`src/rtl/cpu_pkg.sv`:
```
// cpu_pkg: shared encodings for the control sequencer.
//   - 5-bit opcode constants (IR[31:27])
//   - sequencer state enumeration
//   - ALU operation encodings driven on alu_op
package cpu_pkg;

   localparam int unsigned OPCODE_W = 5;

   localparam logic [OPCODE_W-1:0] OP_LD   = 5'b00000;
   localparam logic [OPCODE_W-1:0] OP_ST   = 5'b00010;
   localparam logic [OPCODE_W-1:0] OP_ADD  = 5'b00011;
   localparam logic [OPCODE_W-1:0] OP_SUB  = 5'b00100;
   localparam logic [OPCODE_W-1:0] OP_AND  = 5'b00101;
   localparam logic [OPCODE_W-1:0] OP_OR   = 5'b00110;
   localparam logic [OPCODE_W-1:0] OP_ADDI = 5'b01100;
   localparam logic [OPCODE_W-1:0] OP_BR   = 5'b10010;
   localparam logic [OPCODE_W-1:0] OP_NOP  = 5'b11010;
   localparam logic [OPCODE_W-1:0] OP_HALT = 5'b11011;

   typedef enum logic [3:0] {
      S_RESET  = 4'd0,
      S_FETCH0 = 4'd1,
      S_FETCH1 = 4'd2,
      S_FETCH2 = 4'd3,
      S_EXEC3  = 4'd4,
      S_EXEC4  = 4'd5,
      S_EXEC5  = 4'd6,
      S_EXEC6  = 4'd7,
      S_EXEC7  = 4'd8,
      S_HALT   = 4'd9
   } state_t;

   typedef enum logic [3:0] {
      ALU_ADD = 4'd0,
      ALU_SUB = 4'd1,
      ALU_AND = 4'd2,
      ALU_OR  = 4'd3
   } alu_op_t;

   // Opcodes that run through the EXEC states; all others return to FETCH0.
   function automatic logic has_exec(input logic [OPCODE_W-1:0] op);
      case (op)
         OP_LD, OP_ST, OP_ADD, OP_SUB, OP_AND, OP_OR, OP_ADDI, OP_BR: has_exec = 1'b1;
         default:                                                    has_exec = 1'b0;
      endcase
   endfunction

   function automatic alu_op_t alu_for(input logic [OPCODE_W-1:0] op);
      case (op)
         OP_SUB:  alu_for = ALU_SUB;
         OP_AND:  alu_for = ALU_AND;
         OP_OR:   alu_for = ALU_OR;
         default: alu_for = ALU_ADD;
      endcase
   endfunction

endpackage

```
`src/rtl/control_sequencer.sv`:
```
// control_sequencer: hardwired control unit for a simple bus-based CPU.
// Ports:
//   clock, clear (async active-low reset)
//   IR[31:0]        instruction register, opcode in IR[31:27]
//   CON_FF          branch condition flag
//   mem_ready       memory access completes this cycle
//   stop            halt request, sampled in FETCH0
//   PCout, MDRout, Zlowout, Cout          bus-drive enables
//   MARin, MDRin, IRin, PCin, Yin, Zin, CONin  register load enables
//   IncPC, Read, Write                    PC increment / memory strobes
//   Gra, Grb, Grc, Rin, Rout, BAout        register select/encode controls
//   alu_op[3:0]     ALU operation
//   Run             high while fetching/executing
module control_sequencer
   import cpu_pkg::*;
(
   input  logic        clock,
   input  logic        clear,
   input  logic [31:0] IR,
   input  logic        CON_FF,
   input  logic        mem_ready,
   input  logic        stop,
   output logic        PCout,
   output logic        MDRout,
   output logic        Zlowout,
   output logic        Cout,
   output logic        MARin,
   output logic        MDRin,
   output logic        IRin,
   output logic        PCin,
   output logic        Yin,
   output logic        Zin,
   output logic        CONin,
   output logic        IncPC,
   output logic        Read,
   output logic        Write,
   output logic        Gra,
   output logic        Grb,
   output logic        Grc,
   output logic        Rin,
   output logic        Rout,
   output logic        BAout,
   output logic [3:0]  alu_op,
   output logic        Run
);

   state_t               state, state_next;
   logic [OPCODE_W-1:0]  opcode_q;
   logic [OPCODE_W-1:0]  ir_op;
   alu_op_t              alu_sel;
   logic                 ir_unused;

   assign ir_op     = IR[31:27];
   // Only the opcode field steers sequencing.
   assign ir_unused = ^IR[26:0];
   assign alu_op    = alu_sel;

   always_ff @(posedge clock or negedge clear) begin
      if (!clear) begin
         state    <= S_RESET;
         opcode_q <= '0;
      end else begin
         state <= state_next;
         if (state == S_FETCH2) begin
            opcode_q <= ir_op;
         end
      end
   end

   // Outputs decode from state; the only input-qualified strobes are PCin in
   // FETCH1 (mem_ready) and in br EXEC6 (CON_FF), Zlowout likewise for br.
   always_comb begin
      state_next = state;
      PCout   = 1'b0;
      MDRout  = 1'b0;
      Zlowout = 1'b0;
      Cout    = 1'b0;
      MARin   = 1'b0;
      MDRin   = 1'b0;
      IRin    = 1'b0;
      PCin    = 1'b0;
      Yin     = 1'b0;
      Zin     = 1'b0;
      CONin   = 1'b0;
      IncPC   = 1'b0;
      Read    = 1'b0;
      Write   = 1'b0;
      Gra     = 1'b0;
      Grb     = 1'b0;
      Grc     = 1'b0;
      Rin     = 1'b0;
      Rout    = 1'b0;
      BAout   = 1'b0;
      alu_sel = ALU_ADD;
      Run     = (state != S_RESET) && (state != S_HALT);

      case (state)
         S_RESET: state_next = S_FETCH0;

         S_FETCH0: begin
            PCout = 1'b1;
            MARin = 1'b1;
            IncPC = 1'b1;
            Zin   = 1'b1;
            state_next = stop ? S_HALT : S_FETCH1;
         end

         S_FETCH1: begin
            Zlowout = 1'b1;
            Read    = 1'b1;
            MDRin   = 1'b1;
            if (mem_ready) begin
               PCin       = 1'b1;
               state_next = S_FETCH2;
            end
         end

         // The branch out of FETCH2 uses the opcode being latched this cycle,
         // so the decision comes from IR directly rather than opcode_q.
         S_FETCH2: begin
            MDRout = 1'b1;
            IRin   = 1'b1;
            if (ir_op == OP_HALT) begin
               state_next = S_HALT;
            end else if (has_exec(ir_op)) begin
               state_next = S_EXEC3;
            end else begin
               state_next = S_FETCH0;
            end
         end

         S_EXEC3: begin
            state_next = S_EXEC4;
            Rout = 1'b1;
            case (opcode_q)
               OP_LD, OP_ST: begin
                  Grb   = 1'b1;
                  BAout = 1'b1;
                  Yin   = 1'b1;
               end
               OP_BR: begin
                  Gra   = 1'b1;
                  CONin = 1'b1;
               end
               default: begin
                  Grb = 1'b1;
                  Yin = 1'b1;
               end
            endcase
         end

         S_EXEC4: begin
            state_next = S_EXEC5;
            case (opcode_q)
               OP_ADD, OP_SUB, OP_AND, OP_OR: begin
                  Grc     = 1'b1;
                  Rout    = 1'b1;
                  Zin     = 1'b1;
                  alu_sel = alu_for(opcode_q);
               end
               OP_BR: begin
                  PCout = 1'b1;
                  Yin   = 1'b1;
               end
               default: begin
                  Cout = 1'b1;
                  Zin  = 1'b1;
               end
            endcase
         end

         S_EXEC5: begin
            case (opcode_q)
               OP_LD, OP_ST: begin
                  Zlowout    = 1'b1;
                  MARin      = 1'b1;
                  state_next = S_EXEC6;
               end
               OP_BR: begin
                  Cout       = 1'b1;
                  Zin        = 1'b1;
                  state_next = S_EXEC6;
               end
               default: begin
                  Zlowout    = 1'b1;
                  Gra        = 1'b1;
                  Rin        = 1'b1;
                  state_next = S_FETCH0;
               end
            endcase
         end

         S_EXEC6: begin
            case (opcode_q)
               OP_LD: begin
                  Read  = 1'b1;
                  MDRin = 1'b1;
                  if (mem_ready) state_next = S_EXEC7;
               end
               OP_ST: begin
                  Gra        = 1'b1;
                  Rout       = 1'b1;
                  MDRin      = 1'b1;
                  state_next = S_EXEC7;
               end
               default: begin
                  Zlowout    = CON_FF;
                  PCin       = CON_FF;
                  state_next = S_FETCH0;
               end
            endcase
         end

         S_EXEC7: begin
            if (opcode_q == OP_LD) begin
               MDRout     = 1'b1;
               Gra        = 1'b1;
               Rin        = 1'b1;
               state_next = S_FETCH0;
            end else begin
               Write = 1'b1;
               if (mem_ready) state_next = S_FETCH0;
            end
         end

         S_HALT: state_next = S_HALT;

         default: state_next = S_RESET;
      endcase
   end

endmodule
```
`config.mk`:
```
export PLATFORM = sky130hd
export DESIGN_NAME = control_sequencer
export DESIGN_NICKNAME = d
export VERILOG_FILES = /design/src/rtl/cpu_pkg.sv /design/src/rtl/control_sequencer.sv
export SDC_FILE = /design/constraint.sdc
export NUM_CORES = 1
export LEC_CHECK = 0
export ABC_AREA = 1
export CORE_MARGIN = 2
export CORE_UTILIZATION = 38
export CTS_BUF_LIST = sky130_fd_sc_hd__clkbuf_8 sky130_fd_sc_hd__clkbuf_16
export DETAILED_ROUTE_END_ITERATION = 6
export GPL_ROUTABILITY_DRIVEN = 0
export GPL_TIMING_DRIVEN = 0
export PLACE_DENSITY = 0.95
export RECOVER_POWER = 25
export SLEW_MARGIN = 20
export SYNTH_ARGS = -nofsm -noshare
export SYNTH_HDL_FRONTEND = slang
export SYNTH_SLANG_ARGS = --single-unit
```
`constraint.sdc`:
```
create_clock -name clock -period 1.9 [get_ports clock]
set_input_delay 0.19 -clock clock [delete_from_list [all_inputs] [get_ports clock]]
set_output_delay 0.19 -clock clock [all_outputs]
set_load 0.05 [all_outputs]
```
==> results of run 1 <==
==> cells in the final DEF (no fill, tap or decap) <==
cell / count
dlygate4sd3_1: 1
nor3_2: 1
clkdlybuf4s15_2: 4
conb_1: 2
nor2_1: 11
nor4_2: 1
dlygate4sd2_1: 1
nand3_1: 13
o21ai_2: 1
clkinv_2: 1
dfrtp_2: 1
nor2_4: 6
dfrtp_1: 8
nand4_1: 3
inv_1: 23
o211ai_1: 2
clkbuf_8: 3
buf_2: 8
inv_2: 7
clkbuf_4: 5
o21ai_1: 6
nand2_1: 48
o21ai_0: 7
buf_4: 6
clkdlybuf4s18_2: 1
nand3_2: 3
nor2_2: 6
nand2_2: 3
clkdlybuf4s15_1: 1
a21oi_1: 1
a31oi_1: 1
clkdlybuf4s50_1: 8
==> worst reg2reg max path: stages (launching register included) <==
cell     delay (ns)
dfrtp_2        0.44
inv_2          0.09
nand2_1        0.12
nor2_1         0.20
nand2_1        0.11
nand2_1        0.10
nand2_1        0.07
nand2_1        0.07
nand2_1        0.04
==> cell type report <==
| type | count | area [um^2] |
|---|---|---|
| Inverter | 30 | 113 |
| Clock buffer | 3 | 41.3 |
| Fill cell | 217 | 937 |
| Multi-Input combinational cell | 115 | 589 |
| Sequential cell | 9 | 226 |
| Timing Repair Buffer | 32 | 264 |
| Buffer | 3 | 22.5 |
| Tap cell | 28 | 35.0 |
| Clock inverter | 1 | 5.00 |
==> timing repair <==
item                                    in CTS  in global routing
pin swaps                                    0                  1
resized for setup                           91                 35
hold endpoints to repair                     0                  0
endpoints found under the setup margin      23                 20
setup buffers                                0                  0
==> metal layers <==
| metal | wire [um] | vias up | part of all wire [%] | GRT usage (%) |
|---|---|---|---|---|
| met4 | 65 | 0 | 2.8 | 10.3 |
| met1 | 966 | 494 | 41 | 21.5 |
| met2 | 1150 | 44 | 49 | 33.1 |
| li1 | - | 559 | - | - |
| met3 | 164 | 6 | 7.0 | 1.69 |
| met5 | 0 | - | 0 | 0 |
==> power breakdown <==
| group | internal [W] | switching, W |
|---|---|---|
| Sequential | 0.000282 | 0.000121 |
| Clock | 0.000143 | 0.0000808 |
| Combinational | 0.000379 | 0.000986 |
==> cells by family (layout without fill, tap and decap cells) <==
kind of cell / after synthesis / in the layout
compound gates: 18 / 18
buf+inv: 33 / 69
flops: 9 / 9
other cells: 1 / 2
simple gates: 95 / 95
==> per-stage QoR <==
| step | setup TNS, ns | setup WS [ns] | cell area [um^2] | hold slack, ns | power (W) |
|---|---|---|---|---|---|
| finish | 0 | 0.0587 | 1300 | 0.320 | 0.00199 |
| global route | -0.0436 | -0.0436 | 1300 | 0.367 | 0.00214 |
| CTS | 0 | 0.00126 | 1270 | 0.257 | 0.00195 |
| detailed placement | -3.52 | -0.266 | 1270 | 0.520 | 0.00177 |
| global placement | -3.05 | -0.225 | 1270 | 0.516 | 0.00175 |
| floorplan | -0.0831 | -0.0591 | 912 | -0.106 | 0.00140 |
==> flip-flops by register name (all words and copies together), names as in the netlist <==
register / flops
opcode_q: 5
state: 4
==> final timing paths <==
check | startpoint | endpoint | cells past startpoint
max in group asynchronous | clear | state[0]$_DFFE_PN0P_ | 1
min in group clock | IR[29] | opcode_q[2]$_DFFE_PN0P_ | 3
max reg2reg | state[0]$_DFFE_PN0P_ | state[0]$_DFFE_PN0P_ | 8
min reg2reg | state[0]$_DFFE_PN0P_ | state[0]$_DFFE_PN0P_ | 2
min | clear | opcode_q[1]$_DFFE_PN0P_ | 1
max | opcode_q[0]$_DFFE_PN0P_ | Grb | 7
==> reports/qor.csv, run 1 <==
metric,value,unit
Clock Path Buffers,2,
ranking of synthesized cells by area,"dfrtp_1 (25%), nand2_1 (20%), inv_1 (10%)",
core footprint,0.00223,mm^2
final net count,231,
Worst Hold Class,input port to asynchronous set/reset pin,
instance count of the mapped netlist,156,
Post-DRT Antenna Nets,0,
Netlist Area Pre-Place,908,um^2
initial core utilization,40.7,%
Slew Limit Fails,0,
Post-Synth Simple-Gate Area,48.9,%
grt total ovfl,0,
Synth Area in Adders,0,%
final WL,2.35,mm
"CP delay by family, top",buffers and inverters,
die width,52.9,um
Critical Path AT,1.65,ns
total of warnings raised by yosys,0,
Synth cell types,20,
commonest cells in the netlist,"nand2_1 (48), inv_1 (25), nand3_1 (16)",
clk sinks,9,
Tcrit/Tclk final,96.9,%
asr flop ratio synth,100,%
Placed Cells,217,
Final Critical Period,1.84,ns
initial antenna violation count,0,
antenna cell count,0,
Peak Freq,543,MHz
post-synth top area share,24.8,%
largest net degree at the start of global routing,11,
worst path bufs/invs,4,
H-tree depth,1,
DRT iter0 DRCs,36,
IO Port Bufs,32,
Area Overhead vs Synth,42.7,%
RSZ-0062 raised after global routing,yes,
clock slew at reported path FFs,0.05,ns
mux cell area share after synthesis,0,%
"Slowest-stage cell, CP",dfrtp_1,
most common cell in the netlist,nand2_1,
largest family of logic cells by synthesized area,simple AND/OR/NAND/NOR gates,
die height,52.9,um
DR DRC count,0,
clock skew,0.00552,ns
vias in the first global route,962,
xor-xnor portion of the synthesized cell area,0,%
register bit total from synthesis,9,
Clock Root Buffer,clkbuf_8,
cts hold-fix bufs,0,
startpoint types,register,
share of layout cells above drive strength 1,29.5,%
boundary pin count,62,
"Seq/Total Area, Yosys",24.8,%
compound-gate portion of the synthesized area,11.0,%
syn_area_per_cell,5.82,um^2
critical path required time,1.71,ns
CTS tree,yes,
Final Hold Vio Count,0,
DPL Wire Length,1.91,mm
routed via count,1103,
Pwr per Cell Area,1540,mW/mm^2
Finish-stage setup viols,0,
Max IR drop VDD,0.000751,V
vias per cell,4.99,
Critical Path Max Stage Delay,0.41,ns
global-route wire length before repair,3.81,mm
Die ar.,0.00280,mm^2
CTS Buf Count,3,
max-cap violations,0,
fin cells,221,
"EDFF count, synth",0,
CP max FO,5,
largest area contributor in the netlist,dfrtp_1,
r2r setup slk,0.56,ns
wire per inst,10.6,um
"Clk Latency, worst-skew pair",0.24,ns
All-Layer GR Usage,18.5,%
cells along the critical path,inv_1 -> nand3_2 -> nor2_4 -> inv_1 -> nand2_1 -> inv_1 -> clkdlybuf4s15_2,
Rows,17,
Post-Route Utilization,58.0,%
Worst setup EP type,output pin,
"Primary FF master, synth",dfrtp_1,
outcome,completed,
Leakage,0.697,nW
critical path type,register to output pin,
CP most frequent cell,inv_1,
drt pass-1 iters,4,
No activity file was read; power rests on OpenSTA's default activity.
==> run 2, diff against run 1 <==
CELL_PAD_IN_SITES_DETAIL_PLACEMENT = 1   (was unset)
CELL_PAD_IN_SITES_GLOBAL_PLACEMENT = 1   (was unset)
CORE_UTILIZATION = 24   (was 38)
CTS_CLUSTER_SIZE = 16   (was unset)
==> run 2 against run 1 <==
  * Global-route usage down 4.4 points
  * Clock power hardly changed
  * Worst hold slack improved by 0.0071 ns
  * Maximum frequency increased by 2.5%
  * Highest routed layer unchanged
  * Clock-buffer cell count is the same
  * Cell area about the same
  * Clock skew fell by 0.0043 ns
  * Combinational power about the same
  * Critical endpoint is now Write
  * Wire length increased by 20%
==> reports/qor.csv, run 2 (synthesis gave the netlist of run 1 again) <==
metric,value,unit,change
r2r setup slk,0.53,ns,-0.03 ns
Post-DRT Antenna Nets,0,,unchanged
largest net degree at the start of global routing,11,,unchanged
Worst setup EP type,output pin,,
vias per cell,4.49,,-10%
busiest layer in global routing,met2,,
GR Util met3,2.40,%,+0.70 points
clock slew at reported path FFs,0.05,ns,about the same
clock skew,0.00125,ns,-0.00426 ns
Tcrit/Tclk final,94.6,%,-2.3 points
max reg flops,5,,unchanged
boundary pin count,62,,unchanged
Worst Hold Class,input port to asynchronous set/reset pin,,
Post-Route Utilization,35.4,%,-23 points
Finish-stage setup viols,0,,unchanged
Clock Root Buffer,clkbuf_8,,
critical path type,register to output pin,,
Critical Path AT,1.61,ns,-0.04 ns
biggest regs,"opcode_q: 5 flops, state: 4 flops",,
Top reg by flops,opcode_q,,
initial antenna violation count,0,,unchanged
H-tree depth,1,,unchanged
Fill cells,506,,+130%
M2 GR Usage,24.1,%,-9.0 points
global-route wire length before repair,4.72,mm,+24%
Final Hold Vio Count,0,,unchanged
"Slowest-stage cell, CP",dfrtp_2,,
wire per inst,11.7,um,+10%
drt pass-1 iters,4,,unchanged
"commonest non-fill, non-tap cells in the layout","nand2_1 (48), inv_1 (24), nand3_1 (13)",,
startpoint types,register,,
CP max FO,6,,+1
DR DRC count,0,,unchanged
reg2reg start,state[0]$_DFFE_PN0P_,,
share of layout cells above drive strength 1,30.1,%,+0.52 points
Peak Freq,556,MHz,+2.5%
Clock Path Buffers,2,,unchanged
IO Port Bufs,32,,unchanged
CTS Buf Count,3,,unchanged
die width,65.5,um,+24%
placed cell area,0.00129,mm^2,+2.0%
RSZ-0062 raised after global routing,no,,
Final Critical Period,1.80,ns,-0.0441 ns
vias in the first global route,1075,,+12%
Rows,22,,+5
antenna cell count,0,,unchanged
die height,65.5,um,+24%
"CP delay by family, top",buffers and inverters,,
initial core utilization,24.8,%,-16 points
Hold WS,0.327,ns,+0.00711 ns
max-cap violations,0,,unchanged
DRT iter0 DRCs,38,,+5.6%
r2r endpoint,state[1]$_DFFE_PN0P_,,
grt total ovfl,0,,unchanged
worst reg-to-reg path cell count,8,,unchanged
final instance area,0.00129,mm^2,about the same
CP most frequent cell,nand2_1,,
Pwr per Cell Area,1540,mW/mm^2,about the same
Area Overhead vs Synth,42.6,%,about the same
Slew Limit Fails,0,,unchanged
"Clk Latency, worst-skew pair",0.23,ns,about the same
worst path bufs/invs,3,,-1
final net count,231,,unchanged
Die ar.,0.00429,mm^2,+53%
Max IR drop VDD,0.000341,V,-55%
outcome,completed,,
DPL Wire Length,2.34,mm,+22%
Critical Path Max Stage Delay,0.44,ns,+0.03 ns
Critical Path Start,state[0]$_DFFE_PN0P_,,
critical path required time,1.71,ns,about the same
cells along the critical path,inv_2 -> nand2_1 -> nor2_1 -> nand2_1 -> inv_1 -> clkdlybuf4s15_2,,
final WL,2.82,mm,+20%
routed via count,1081,,-2.0%
core footprint,0.00366,mm^2,+64%
clk sinks,9,,unchanged
setup_tns,0,ns,unchanged
CTS tree,yes,,
post-placement setup slack,-0.330,ns,-0.0639 ns
"most common cell after layout, fill and taps aside",nand2_1,,
setup bufs post-CTS,0,,unchanged
All-Layer GR Usage,14.2,%,-4.4 points
post-layout worst setup margin,0.103,ns,+0.0441 ns
Leakage,0.697,nW,about the same
GR met1 Demand/Resource,17.7,%,-3.8 points
## run 2: cell count changes in the layout (fill, tap and decap cells not counted), sizes merged
cell and delta:
dlygate4sd2 -1, buf +5, clkdlybuf4s18 -1, clkdlybuf4s15 -1
clkbuf -2
## run 2: how the worst max path moves through the flow
stage                     endpoint  depth (start not counted)
after detailed placement    MDRout                          6
after global placement      MDRout                          6
after floorplan              MARin                          5
after global routing          IRin                          5
final                        Write                          6
after CTS                     Rout                          6
## run 2: area by class of cell
type,count,area [um^2],area share (%)
Multi-Input combinational cell,115,579,44.7
Timing Repair Buffer,32,246,19.0
Sequential cell,9,228,17.6
Inverter,30,113,8.70
Tap cell,48,60.1,4.64
Clock buffer,3,41.3,3.19
Buffer,3,22.5,1.74
Clock inverter,1,5.00,0.386
## run 2: power by group
group,internal [W],switching (W),leakage (nW)
logic,0.000358,0.00100,0.564
clock network,0.000143,0.0000802,0.0255
registers,0.000284,0.000121,0.108
total,0.000785,0.00120,0.697
## run 2: metal layers
metal,up-vias,routed length [um]
li1,555,-
met1,491,1300
met2,30,1310
met3,5,159
met4,0,45
met5,-,0
## run 2: repair_timing
action                                  in CTS  in global routing
gates resized for setup                    101                 29
hold buffers                                 0                  0
gates cloned                                 0                  0
hold endpoints to repair                     0                  0
pin swaps                                    0                  1
endpoints found under the setup margin      23                 23
## run 2: stage by stage
| stage | total power [W] | cells |
|---|---|---|
| 3_5_place_dp | 0.00181 | 237 |
| 5_1_grt | 0.00216 | 241 |
| 6_report | 0.00199 | 241 |
| 4_1_cts | 0.00198 | 241 |
| 3_3_place_gp | 0.00177 | 237 |
| 2_1_floorplan | 0.00140 | 157 |
==> run 3, diff against run 2 <==
ABC_AREA = unset   (was 1)
CORE_UTILIZATION = 25   (was 24)
CTS_BUF_LIST = sky130_fd_sc_hd__clkbuf_16   (was sky130_fd_sc_hd__clkbuf_8 sky130_fd_sc_hd__clkbuf_16)
==> run 3 against run 2 <==
  * The run now ends with setup timing left
  * Setup slack worse by 0.40 ns
  * Cell area is 28% higher
  * Power is 51% higher
  * Critical path type unchanged
  * Critical endpoint is now Gra
  * Highest routed layer unchanged
==> reports/qor.csv, run 3 <==
metric,value,unit,change
outcome,finished with violations,,
failing checks,setup timing,,
startpoint types,register,,
Synth cell types,40,,+100%
antenna cell count,0,,unchanged
max-cap violations,0,,unchanged
Top reg by flops,opcode_q,,
die height,64.7,um,-1.3%
"commonest non-fill, non-tap cells in the layout","buf_4 (18), buf_6 (13), nor2_1 (12)",,
wire per inst,16.7,um,+43%
initial antenna violation count,0,,unchanged
Final Hold Vio Count,0,,unchanged
Netlist Area Pre-Place,920,um^2,+1.2%
final WL,3.70,mm,+31%
Peak Freq,456,MHz,-18%
Critical Path AT,2.00,ns,+0.39 ns
largest net degree at the start of global routing,11,,unchanged
critical path type,register to output pin,,
r2r endpoint,state[3]$_DFFE_PN0P_,,
instance count of the mapped netlist,131,,-16%
Pint,0.00138,W,+76%
grt total ovfl,0,,unchanged
worst reg-to-reg path cell count,6,,-2
core footprint,0.00361,mm^2,-1.5%
final net count,212,,-8.2%
Post-DRT Antenna Nets,0,,unchanged
ranking of synthesized cells by area,"dfrtp_1 (24%), nor2_1 (6.9%), a21oi_1 (4.9%)",,
CP max FO,5,,-1
DR DRC count,0,,unchanged
"Clk Latency, worst-skew pair",0.24,ns,about the same
largest area contributor in the netlist,dfrtp_1,,
clock slew at reported path FFs,0.04,ns,about the same
most common cell in the netlist,nor2_1,,
reg2reg start,opcode_q[2]$_DFFE_PN0P_,,
clk sinks,9,,unchanged
Finish-stage setup viols,14,,+14
r2r setup slk,0.03,ns,-0.50 ns
syn_area_per_cell,7.02,um^2,+21%
commonest cells in the netlist,"nor2_1 (17), nand2_1 (10), a21oi_1 (9), dfrtp_1 (9), nand3_1 (9)",,
critical path required time,1.71,ns,about the same
asr flop ratio synth,100,%,unchanged
Seq pwr share,15.8,%,-4.5 points
Die ar.,0.00418,mm^2,-2.6%
Clock Root Buffer,clkbuf_16,,
Pwr per Cell Area,1810,mW/mm^2,+18%
Comb pwr share,71.5,%,+3.1 points
setup_tns,-1.61,ns,-1.61 ns
drt pass-1 iters,4,,unchanged
initial core utilization,25.5,%,+0.69 points
Worst setup EP type,output pin,,
boundary pin count,62,,unchanged
vias per cell,5.14,,+15%
Max IR drop VDD,0.00110,V,+220%
Tcrit/Tclk final,116,%,+21 points
CTS tree,yes,,
total of warnings raised by yosys,0,,unchanged
global-route wire length before repair,5.77,mm,+22%
routed via count,1141,,+5.6%
Worst Hold Class,input port to asynchronous set/reset pin,,
H-tree depth,1,,unchanged
register bit total from synthesis,9,,unchanged
cts hold-fix bufs,0,,unchanged
Final Critical Period,2.19,ns,+0.397 ns
vias in the first global route,1165,,+8.4%
Rows,22,,unchanged
sw power,0.00162,W,+35%
max reg flops,5,,unchanged
Clock Path Buffers,2,,unchanged
final instance area,0.00166,mm^2,+28%
clock skew,0.00343,ns,+0.00218 ns
Leakage,0.662,nW,-5.0%
Slew Limit Fails,0,,unchanged
IO Port Bufs,32,,unchanged
die width,64.7,um,-1.3%
placed cell area,0.00138,mm^2,+6.4%
DRT iter0 DRCs,32,,-16%
share of layout cells above drive strength 1,51.1,%,+21 points
RSZ-0062 raised after global routing,yes,,
power share of the clock group,12.6,%,+1.4 points
DPL Wire Length,2.36,mm,+1.1%
"EDFF count, synth",0,,unchanged
biggest regs,"opcode_q: 5 flops, state: 4 flops",,
CTS Buf Count,3,,unchanged
Sw Ratio,54.0,%,-6.5 points
Area Overhead vs Synth,80.1,%,
"most common cell after layout, fill and taps aside",buf_4,,
All-Layer GR Usage,17.7,%,+3.5 points
post-synth top area share,24.5,%,-0.30 points
Fill cells,416,,-18%
"Primary FF master, synth",dfrtp_1,,
post-layout worst setup margin,-0.295,ns,-0.397 ns
"Seq/Total Area, Yosys",24.5,%,-0.30 points
Post-Route Utilization,45.9,%,+11 points
-- run 3: changes by cell type in the layout (fill, tap and decap cells not counted), sizes merged, moves of 5 or more --
| cell | delta |
|---|---|
| a21oi | +8 |
| buf | +15 |
| inv | -26 |
| nand2 | -41 |
| nand2b | +5 |
| nand3 | -6 |
| nor2 | -6 |
| o21ai | -5 |
-- run 3: per-layer routing --
layer  part of all wire, %  vias to the layer above  track usage [%]  wire (um)
li1                      -                      551                -          -
met1                    44                      559             21.8       1610
met2                    51                       25             31.0       1900
met3                   3.1                        6             1.22        116
met4                   2.1                        0             8.51         78
met5                     0                        -                0          0
-- run 3: stage by stage --
stage	instances	hold slack [ns]	power, W	setup WS (ns)
2_1_floorplan	132	-0.106	0.00166	-0.173
3_3_place_gp	212	0.506	0.00212	-0.781
3_5_place_dp	212	0.516	0.00216	-0.793
4_1_cts	218	0.265	0.00269	-0.284
5_1_grt	222	0.363	0.00317	-0.332
6_report	222	0.315	0.00300	-0.295
-- run 3: logic make-up (layout without fill, tap and decap cells) --
logic type,count (synthesis),after routing,share of synthesized area (%)
AOI/OAI and AO/OA,34,34,23.0
xor gates and xnor gates,3,3,2.86
buffers and inverters,15,57,7.07
DFF,9,9,24.5
muxes,4,4,4.90
other,1,2,0.408
and+or+nand+nor,65,65,37.3
-- run 3: cell type report --
cell class                      count  area (um^2)  share of cell area (%)
Multi-Input combinational cell    108          836                    50.5
Timing Repair Buffer               42          379                    22.9
Sequential cell                     9          230                    13.9
Clock buffer                        3         75.1                    4.53
Buffer                              8         61.3                    3.70
Tap cell                           48         60.1                    3.63
Inverter                            3         11.3                   0.680
Clock inverter                      1         3.75                   0.227
-- run 3: power by group through the flow --
stage / clock network (W) / registers (W) / logic [W]
after detailed placement: 0 / 0.000381 / 0.00177
after global placement: 0 / 0.000378 / 0.00174
final: 0.000380 / 0.000475 / 0.00215
after CTS: 0.000379 / 0.000414 / 0.00189
after global routing: 0.000392 / 0.000492 / 0.00228
after floorplan: 0 / 0.000352 / 0.00131
-- run 3: worst max-delay path, stage by stage, from the launching register on --
cell	delay, ns
dfrtp_2	0.44
or4_4	0.61
nor2_4	0.19
a31oi_4	0.12
o22ai_2	0.21
buf_6	0.18
-- run 3: repair_timing --
action | in CTS | in global routing
cloned | 0 | 0
pin swaps | 3 | 9
buffers inserted | 4 | 6
hold endpoints to repair | 0 | 0
endpoints found under the setup margin | 23 | 25
gates resized for setup | 145 | 49
-- run 3: worst max-delay path by stage --
stage                             from  end  slack (ns)  cells after the start
2_1_floorplan  opcode_q[3]$_DFFE_PN0P_  Gra       -0.17                      5
3_3_place_gp   opcode_q[2]$_DFFE_PN0P_  Gra       -0.78                      6
3_5_place_dp   opcode_q[2]$_DFFE_PN0P_  Gra       -0.79                      6
4_1_cts        opcode_q[2]$_DFFE_PN0P_  Gra       -0.28                      6
5_1_grt        opcode_q[2]$_DFFE_PN0P_  Gra       -0.33                      5
6_report       opcode_q[2]$_DFFE_PN0P_  Gra       -0.29                      5
